**src/rtl/bcd_counter_ndigit.sv**
```systemverilog
// bcd_counter_ndigit
//   N-digit synchronous BCD up/down counter. All digits share one clock;
//   the digit-to-digit carry is a combinational step enable, so every digit
//   that changes does so on the same edge.
//
// Parameters
//   DIGITS    number of BCD digits (1..8), digit 0 least significant
//   SATURATE  0: wrap 9..9 <-> 0..0, 1: hold at the limit and set sat_flag
//
// Ports
//   clock      system clock, rising edge
//   reset      asynchronous active-high reset
//   clear      synchronous clear to zero (highest synchronous priority)
//   load       synchronous parallel load of D (digits >9 clamp to 9)
//   enable     count enable
//   up         1 = count up, 0 = count down
//   D          packed BCD load value, digit i is D[4i+3:4i]
//   Q          packed BCD count, registered
//   carry_out  registered one-cycle pulse on wrap
//   at_limit   combinational: Q all-9s when up=1, all-0s when up=0
//   sat_flag   sticky flag, set when a count is blocked by saturation
module bcd_counter_ndigit #(
  parameter int unsigned DIGITS   = 4,
  parameter bit          SATURATE = 1'b0
) (
  input  logic                  clock,
  input  logic                  reset,
  input  logic                  clear,
  input  logic                  load,
  input  logic                  enable,
  input  logic                  up,
  input  logic [4*DIGITS-1:0]   D,
  output logic [4*DIGITS-1:0]   Q,
  output logic                  carry_out,
  output logic                  at_limit,
  output logic                  sat_flag
);

  function automatic logic [3:0] clamp9(input logic [3:0] v);
    return (v > 4'd9) ? 4'd9 : v;
  endfunction

  logic [4*DIGITS-1:0] q_step;   // value after one count step
  logic [4*DIGITS-1:0] d_clamp;  // load value with per-digit clamp
  logic [3:0]          cur;
  logic                run;      // all lower digits at their rollover value
  logic                wrap;     // every digit rolls over on this step
  logic                all9;
  logic                all0;

  // Step chain: digit i steps when all lower digits sit at 9 (up) or 0 (down).
  // Digits above 9 are treated as 9 both for stepping and for the chain.
  always_comb begin
    q_step  = '0;
    d_clamp = '0;
    cur     = '0;
    run     = 1'b1;
    all9    = 1'b1;
    all0    = 1'b1;
    for (int unsigned i = 0; i < DIGITS; i++) begin
      cur = clamp9(Q[4*i +: 4]);
      d_clamp[4*i +: 4] = clamp9(D[4*i +: 4]);
      if (run) begin
        if (up) q_step[4*i +: 4] = (cur == 4'd9) ? 4'd0 : cur + 4'd1;
        else    q_step[4*i +: 4] = (cur == 4'd0) ? 4'd9 : cur - 4'd1;
      end else begin
        q_step[4*i +: 4] = cur;
      end
      run  = run & (up ? (cur == 4'd9) : (cur == 4'd0));
      all9 = all9 & (Q[4*i +: 4] == 4'd9);
      all0 = all0 & (Q[4*i +: 4] == 4'd0);
    end
    wrap = run;
  end

  assign at_limit = up ? all9 : all0;

  always_ff @(posedge clock or posedge reset) begin
    if (reset) begin
      Q         <= '0;
      carry_out <= 1'b0;
      sat_flag  <= 1'b0;
    end else if (clear) begin
      Q         <= '0;
      carry_out <= 1'b0;
      sat_flag  <= 1'b0;
    end else if (load) begin
      Q         <= d_clamp;
      carry_out <= 1'b0;
    end else if (enable) begin
      if (SATURATE && wrap) begin
        carry_out <= 1'b0;
        sat_flag  <= 1'b1;
      end else begin
        Q         <= q_step;
        carry_out <= wrap;
      end
    end else begin
      carry_out <= 1'b0;
    end
  end

endmodule

```
**config.mk**
```make
export PLATFORM = sky130hd
export DESIGN_NAME = bcd_counter_ndigit
export DESIGN_NICKNAME = d
export VERILOG_FILES = /design/src/rtl/bcd_counter_ndigit.sv
export SDC_FILE = /design/constraint.sdc
export NUM_CORES = 1
export LEC_CHECK = 0
export ABC_AREA = 1
export CELL_PAD_IN_SITES_DETAIL_PLACEMENT = 1
export CELL_PAD_IN_SITES_GLOBAL_PLACEMENT = 1
export CORE_MARGIN = 2
export CORE_UTILIZATION = 25
export CTS_CLUSTER_DIAMETER = 100
export DETAILED_ROUTE_END_ITERATION = 6
export GPL_TIMING_DRIVEN = 0
export HOLD_SLACK_MARGIN = 0.03
export PLACE_DENSITY = 0.73
export SYNTH_ARGS = -nofsm -noshare
export SYNTH_HDL_FRONTEND = slang
export SYNTH_SLANG_ARGS = --single-unit
```
**constraint.sdc**
```tcl
create_clock -name clock -period 5.5 [get_ports clock]
set_input_delay 0.55 -clock clock [delete_from_list [all_inputs] [get_ports clock]]
set_output_delay 0.55 -clock clock [all_outputs]
set_load 0.02 [all_outputs]
```
==> impl_metrics.toml, run 1 <==
[power_and_ir_drop]
powerDensity_nw_per_um2 = 209
ir_drop_mv = 0.0724
power.total_w = 0.000490
p_leak_nw = 1.14

[route]
postRouteAntennaNets = 0
drt-initial-drc-count = 123
dr.pass1.iters = 4
drcViolationCount = 0
vias_per_cell = 4.92
totalWireLength_um = 6530
wl_per_cell_um = 14.5
vias = 2211

[clock_tree]
cts_setup_buffers = 0
cts_resized = 0
holdBufCountCts = 0
cts_max_level = 1
clk_latency_ns = 0.27
clkSlewWorstSetupHoldPaths_ns = 0.09
cts_buffers = 3
cts_tree = "built"
clkSinkCount = 17
ctsLongestPathBuffers = 2
cts_root_buf = "clkbuf_8"

[setup_path]
cp.arrival_ns = 2.47
cp-start-kind = "primary input"
cpPeakStageDelay_ns = 0.70
endpoint_kind = "primary output"
cp_slowest_cell = "clkdlybuf4s50_1"
path_class = "in2out"
crit_chain = "buf_4 -> clkbuf_1 -> nand4_1 -> o41ai_1 -> clkdlybuf4s50_1"
cp_max_fo = 10
critPathRequiredTime_ns = 4.95

[timing]
clock_skew_ns = 0.00812
setup_tns_ns = 0
finalCritPeriodShare = 0.548
final-setup-viol-count = 0
hold_violations = 0
min_period_ns = 3.02
rsz0062_at_grt = "false"
slew_viol_final = 0
layout_setup_ws_ns = 2.48
fmax_ghz = 0.331
tightest_slew_ns = 0.803
slew_headroom = 0.464

[grt]
grt_overflow = 0
grt_use_total = 0.178
grt_pass1_wl_um = 10800
grt_max_degree = 18
grt_pass1_vias = 2255
antenna_found_initial = 0

[synthesis]
yosysSeqAreaShare = 0.236
syn_inst = 311
yosysWarnings = 0
syn_area_um2 = 1800
syn_avg_cell_area_um2 = 5.80
synth.most_common_cell = "nand2_1"
synthTopCellsByArea = "dfrtp_1 (24%), nand2_1 (21%), nand3_1 (8.6%), inv_1 (7.3%), nor2_1 (6.5%)"
synth_cell_types = 33
syn_nets = 339
async_flop_share = 1.00
synth_flop_cell = "dfrtp_1"
yosysTopAreaCellShare = 0.236
yosys.area.top_type = "dfrtp_1"
synth_edf_count = 0
ys_seq_elements = 17
synthTopCellsByCount = "nand2_1 (103), inv_1 (35), nand3_1 (31), nor2_1 (31), o21ai_0 (22)"

[status]
status = "completed"

[floorplan]
initial_core_util = 0.262
die_w_um = 88.9
dieArea_um2 = 7910
rows = 30
die_h_um = 88.9
coreArea_um2 = 6870
ios = 41

[placed_design]
dp_cells = 445
port_buffers = 38
dp_hpwl_um = 5020
place_ws_ns = 2.52
gp_congestion = 0.885

[layout]
postLayoutCoreUtil = 0.342
stdcell_count = 449
multiInputGateArea_um2 = 1170
n_fill_cell = 926
nNetsFinal = 382
diodes = 0
regArea_um2 = 425
syn_to_final_growth_pct = 30.3
layout-drive-gt1-share = 0.0623

[worst_hold_path]
hp-class = "reg2reg"

[job]
maxCapViolCount = 0
report_power, final:
| group | internal (W) | switching, W | leakage [nW] |
|---|---|---|---|
| Sequential | 0.000136 | 0.0000171 | 0.222 |
| Combinational | 0.0000890 | 0.000141 | 0.894 |
| Clock | 0.0000518 | 0.0000549 | 0.0228 |
| Total | 0.000277 | 0.000213 | 1.14 |
through the flow:
step	hold slack (ns)	area (µm²)
after global routing	0.669	2350
after detailed placement	0.612	2300
final	0.627	2350
after CTS	0.630	2350
after floorplan	0.476	1800
after global placement	0.612	2300
registers in the layout, summed over array words and instances, names as in the netlist:
signal	cells
Q	16
carry_out	1
logic make-up after synthesis:
family | synth area share
AOI/OAI and AO/OA | 0.162
adders and majority gates | 0.0416
buffers and inverters | 0.117
DFF | 0.236
other | 0.00208
and+or+nand+nor | 0.441
worst max-delay path, delay by kind of cell:
| kind | cells | cell delay (ns) |
|---|---|---|
| buffers and inverters | 3 | 1.27 |
| AOI/OAI and AO/OA | 1 | 0.47 |
| and+or+nand+nor | 1 | 0.17 |
final timing paths:
kind                            start   endpoint  slack (ns)  cells past startpoint
max in group asynchronous       reset       Q[7]        4.27                      2
worst min-delay path            Q[14]      Q[14]        0.63                      2
worst max register to register   Q[2]      Q[12]        3.18                     13
worst min register to register  Q[14]      Q[14]        0.63                      2
min in group asynchronous       reset  carry_out        0.72                      2
worst max-delay path               up   at_limit        2.48                      5
layout make-up:
| type | instances | area share |
|---|---|---|
| Multi-Input combinational cell | 243 | 0.497 |
| Sequential cell | 17 | 0.181 |
| Timing Repair Buffer | 38 | 0.162 |
| Inverter | 39 | 0.0623 |
| Tap cell | 96 | 0.0511 |
| Buffer | 12 | 0.0277 |
| Clock buffer | 4 | 0.0192 |
cell usage in the layout (no fill, tap or decap), drive strengths merged:
cell type | netlist | layout
nand2 | 105 | 105
clkdlybuf4s50 | 0 | 38
inv | 38 | 38
nand3 | 33 | 33
nor2 | 33 | 33
o21ai | 23 | 23
a21oi | 18 | 18
dfrtp | 17 | 17
clkbuf | 5 | 9
nand4 | 8 | 8
buf | 7 | 7
ha | 6 | 6
a31oi | 4 | 4
o22ai | 3 | 3
o211ai | 2 | 2
or2 | 2 | 2
clkinv | 1 | 1
nand3b | 1 | 1
nor3 | 1 | 1
o32ai | 1 | 1
nor4 | 1 | 1
o41ai | 1 | 1
conb | 1 | 1
per-layer routing:
layer | GRT usage | vias to the layer above | wire, µm
met1 | 0.230 | 1055 | 2960
met4 | 0.0647 | 0 | 93
met3 | 0.0175 | 7 | 326
met2 | 0.306 | 52 | 3150
met5 | 0 | - | 0
li1 | - | 1097 | -
Power figures use the tool's default switching activity.
==> inputs of run 2 (changes only) <==
==> constraint.sdc (replaced) <==
create_clock -name clock -period 2.83 [get_ports clock]
set_input_delay 0.283 -clock clock [delete_from_list [all_inputs] [get_ports clock]]
set_output_delay 0.283 -clock clock [all_outputs]
set_load 0.02 [all_outputs]
==> run 2 against run 1 <==
  * Sequential power increased by 95%
  * Highest routed layer unchanged
  * Global-route usage unchanged
  * Critical path type is now reg2reg
  * Clock skew increased by 0.00070 ns
  * Largest cell class unchanged
  * Final cell count unchanged
  * Routed wire length increased by 0.40%
==> impl_metrics.toml, run 2 (synthesized netlist as in run 1, its figures left out) <==
[layout]
final_common_cell = "nand2_1"
largest_reg_flops = 16
syn_to_final_growth_pct = 30.4
diodes = 0
layout_common_cells = "nand2_1 (103), clkdlybuf4s50_1 (37), inv_1 (35), nand3_1 (31), nor2_1 (31)"
top_regs = "Q (16), carry_out (1)"
largest-register = "Q"
postLayoutCoreUtil = 0.342
layout-drive-gt1-share = 0.0623
nNetsFinal = 382

[power_and_ir_drop]
powerDensity_nw_per_um2 = 407
netSwitchingFraction = 0.437
combPwrFrac = 0.468
p_leak_nw = 1.16
power_frac_seq = 0.311
p_int_w = 0.000538
switching_power_w = 0.000418
ir_drop_mv = 0.144
clkPwrFrac = 0.221

[route]
totalWireLength_um = 6550
vias = 2232
drt-initial-drc-count = 120
wl_met3_um = 355
postRouteAntennaNets = 0
routed.top_layer = "met4"
drcViolationCount = 0
met2WireLength_um = 3170
dr.pass1.iters = 4
wl_met1_um = 2900
vias_per_cell = 4.97
wl_per_cell_um = 14.6

[timing]
tightest_slew_ns = 0.814
setup_tns_ns = 0
finalCritPeriodShare = 0.811
rsz0062_at_grt = "false"
min_period_ns = 2.29
slew_headroom = 0.457
final-setup-viol-count = 0
slew_viol_final = 0
clock_skew_ns = 0.00882
fmax_ghz = 0.436
hold_violations = 0

[setup_path]
rr_worst_depth = 15
critPathRequiredTime_ns = 3.00
cp_max_fo = 7
cp.arrival_ns = 2.47
r2r_end = "Q[15]"
r2r_slack_ns = 0.54
cp-start-kind = "register"
endpoint_kind = "register"
path_class = "reg2reg"
r2r-start = "Q[2]"

[placed_design]
port_buffers = 38
gp_congestion = 0.885
dp_hpwl_um = 5020

[clock_tree]
clk_latency_ns = 0.27
cts_max_level = 1
cts_setup_buffers = 0
cts_tree = "built"
cts_resized = 0
holdBufCountCts = 0
ctsLongestPathBuffers = 2
cts_root_buf = "clkbuf_8"
cts_buffers = 3
clkSinkCount = 17
clkSlewWorstSetupHoldPaths_ns = 0.09

[grt]
grt_pass1_wl_um = 10800
antenna_found_initial = 0
grt_use_total = 0.178
grt_pass1_vias = 2255
grt_overflow = 0
grt_max_degree = 18

[floorplan]
rows = 30
die_w_um = 88.9
initial_core_util = 0.262
coreArea_um2 = 6870
dieArea_um2 = 7910
ios = 41
die_h_um = 88.9

[status]
status = "completed"

[job]
maxCapViolCount = 0

[worst_hold_path]
hp-class = "in2async"
run 2: cell types whose count changed in the layout (fill, tap and decap cells not counted), sizes merged:
cell | before | now
dlymetal6s2s | 0 | 1
clkdlybuf4s50 | 38 | 37
run 2: how the worst max path moves through the flow:
stage,from,endpoint,slack (ns),cells after the start
3_3_place_gp,up,at_limit,0.38,5
4_1_cts,Q[13],at_limit,0.17,5
6_report,Q[2],Q[15],0.54,15
2_1_floorplan,Q[13],at_limit,0.82,4
5_1_grt,Q[2],Q[15],0.27,15
3_5_place_dp,up,at_limit,0.39,5
run 2: metrics by stage:
| stage | hold WS (ns) | instances | instance area [µm²] | power (W) | worst slack [ns] |
|---|---|---|---|---|---|
| final | 0.459 | 449 | 2350 | 0.000956 | 0.535 |
| after global routing | 0.521 | 449 | 2350 | 0.00103 | 0.267 |
| after CTS | 0.497 | 449 | 2350 | 0.000963 | 0.167 |
| after detailed placement | 0.612 | 445 | 2300 | 0.000751 | 0.388 |
| after global placement | 0.612 | 445 | 2300 | 0.000738 | 0.382 |
| after floorplan | 0.209 | 311 | 1800 | 0.000585 | 0.817 |
run 2: cell type report:
class                           count  area, µm²
Sequential cell                    17        425
Tap cell                           96        120
Timing Repair Buffer               38        383
Inverter                           39        146
Clock buffer                        4       45.0
Fill cell                         926       4520
Multi-Input combinational cell    243       1170
Buffer                             12       65.1
run 2: worst max-delay path: stages (launching register included):
cell and delay, ns:
dfrtp_1 0.43, nor2_1 0.23, nor2_1 0.09, nor2_1 0.19, ha_1 0.24, nand2_1 0.07
nand2_1 0.11, nand3_2 0.14, inv_2 0.16, nand2_2 0.12, nor2_4 0.15, nand2_1 0.07
nand2_1 0.06, nand2_1 0.05, nand2_1 0.06, nand2_1 0.05
run 2: layer usage:
metal / vias to the layer above / global-route usage
li1: 1098 / -
met1: 1062 / 0.230
met2: 63 / 0.306
met3: 9 / 0.0175
met4: 0 / 0.0647
met5: - / 0
run 2: power by group through the flow:
stage	clock network (W)	registers [W]	logic, W
2_1_floorplan	0	0.000321	0.000265
3_3_place_gp	0	0.000302	0.000435
3_5_place_dp	0	0.000303	0.000448
4_1_cts	0.000215	0.000298	0.000450
5_1_grt	0.000218	0.000302	0.000504
6_report	0.000211	0.000298	0.000447
==> inputs of run 3 (changes only) <==
==> constraint.sdc (replaced) <==
create_clock -name clock -period 2.3 [get_ports clock]
set_input_delay 0.23 -clock clock [delete_from_list [all_inputs] [get_ports clock]]
set_output_delay 0.23 -clock clock [all_outputs]
set_load 0.02 [all_outputs]
==> run 3 against run 2 <==
  * Clock skew decreased by 0.00063 ns
  * Flip-flop and latch count unchanged
  * Core utilization increased by 1.5 points
  * Via count increased by 0.22%
  * Critical path type unchanged
  * Register-to-register slack got worse by 0.38 ns
  * Final cell count increased by 1.1%
  * Count of clock-buffer cells in the layout unchanged
==> impl_metrics.toml, run 3 (synthesized netlist as in run 1, its figures left out) <==
[setup_path]
r2r_slack_ns = 0.16
cp_max_fo = 7
endpoint_kind = "register"
path_class = "reg2reg"
critPathRequiredTime_ns = 2.47
cp.arrival_ns = 2.32
cp-start-kind = "register"

[clock_tree]
cts_root_buf = "clkbuf_8"
ctsLongestPathBuffers = 2
cts_buffers = 3
clkSinkCount = 17
clk_latency_ns = 0.27
cts_max_level = 1
holdBufCountCts = 0
cts_tree = "built"
clkSlewWorstSetupHoldPaths_ns = 0.09

[placed_design]
gp_congestion = 0.885
place_ws_ns = -0.0364
dp_hpwl_um = 5020
port_buffers = 38

[timing]
finalCritPeriodShare = 0.932
slew_viol_final = 0
clock_skew_ns = 0.00819
layout_setup_ws_ns = 0.155
tightest_slew_ns = 0.825
final-setup-viol-count = 0
min_period_ns = 2.14
fmax_ghz = 0.466
slew_headroom = 0.450
hold_violations = 0

[power_and_ir_drop]
clkPwrFrac = 0.211
power_frac_seq = 0.304
powerDensity_nw_per_um2 = 499
p_leak_nw = 1.17
netSwitchingFraction = 0.441
switching_power_w = 0.000540
power.total_w = 0.00123
p_int_w = 0.000685
ir_drop_mv = 0.181
combPwrFrac = 0.485

[grt]
grt_pass1_vias = 2255
grt_use_total = 0.178
grt_overflow = 0
antenna_found_initial = 0
grt_max_degree = 18
grt_pass1_wl_um = 10900

[worst_hold_path]
hp-class = "in2async"

[route]
dr.pass1.iters = 4
postRouteAntennaNets = 0
totalWireLength_um = 6760
vias_per_cell = 4.93
drt-initial-drc-count = 99
wl_per_cell_um = 14.9
drcViolationCount = 0
vias = 2237

[floorplan]
die_h_um = 88.9
coreArea_um2 = 6870
rows = 30
die_w_um = 88.9
dieArea_um2 = 7910
initial_core_util = 0.262
ios = 41

[layout]
diodes = 0
largest-register = "Q"
layout-drive-gt1-share = 0.115
n_fill_cell = 908
nNetsFinal = 387
largest_reg_flops = 16
regArea_um2 = 429
final_common_cell = "nand2_1"
layout_common_cells = "nand2_1 (103), clkdlybuf4s50_1 (37), inv_1 (34), nand3_1 (31), nor2_1 (25)"
syn_to_final_growth_pct = 36.2
top_regs = "Q (16), carry_out (1)"
multiInputGateArea_um2 = 1230

[status]
status = "completed"

[job]
maxCapViolCount = 0
==> run 3: changes by cell type in the layout (fill, tap and decap cells not counted), sizes merged <==
cell          delta
clkinv           -1
buf              +6
dlymetal6s2s     -1
clkinvlp         +1
==> run 3: worst max-delay path: stages, from the launching register on <==
cell     delay, ns
dfrtp_1       0.39
inv_1         0.13
nor2_2        0.17
nor2_1        0.08
inv_1         0.09
ha_2          0.20
nand2_1       0.06
nand2_1       0.15
nand3_4       0.14
inv_4         0.13
nand2_2       0.11
nor2_4        0.15
nand2_1       0.07
nand2_1       0.05
nand2_1       0.04
nand2_1       0.06
nand2_1       0.05
==> run 3: per-layer routing <==
metal,wire length [µm],GRT usage,vias up
li1,-,-,1109
met4,95,0.0647,0
met2,3330,0.307,39
met1,3130,0.230,1080
met5,0,0,-
met3,210,0.0175,9
==> run 3: final cells by class <==
| cell class | instances | share of cell area |
|---|---|---|
| Buffer | 12 | 0.0265 |
| Multi-Input combinational cell | 243 | 0.500 |
| Inverter | 39 | 0.0632 |
| Clock buffer | 4 | 0.0183 |
| Tap cell | 96 | 0.0489 |
| Sequential cell | 17 | 0.175 |
| Timing Repair Buffer | 43 | 0.168 |
==> run 3: final timing paths <==
| check | from | endpoint | depth (start not counted) |
|---|---|---|---|
| setup / recovery | Q[3] | Q[15] | 16 |
| max in group asynchronous | reset | Q[7] | 2 |
| min in group clock | up | carry_out | 5 |
| setup reg to reg | Q[3] | Q[15] | 16 |
| hold / removal | reset | carry_out | 2 |
| hold reg to reg | Q[7] | Q[7] | 2 |
==> run 3: repair_timing <==
item,CTS,global route
resized for setup,3,25
setup buffers,0,5
setup endpoints to repair,2,10
pin swaps,0,0
==> run 3: metrics by stage <==
step / hold slack [ns] / instance area [µm²] / instances / setup TNS, ns / util
finish: 0.413 / 2450 / 454 / 0 / 0.357
global route: 0.468 / 2450 / 454 / -0.109 / 0.357
CTS: 0.444 / 2350 / 449 / 0 / 0.342
detailed placement: 0.612 / 2300 / 445 / -0.0364 / 0.335
global placement: 0.612 / 2300 / 445 / -0.0417 / 0.335
floorplan: 0.156 / 1800 / 311 / 0 / -
==> run 3: power by group through the flow <==
stage,Clock (W),Sequential (W),Combinational (W)
after global routing,0.000269,0.000379,0.000664
after detailed placement,0,0.000373,0.000551
after floorplan,0,0.000394,0.000326
after CTS,0.000264,0.000368,0.000554
after global placement,0,0.000372,0.000536
final,0.000258,0.000373,0.000594
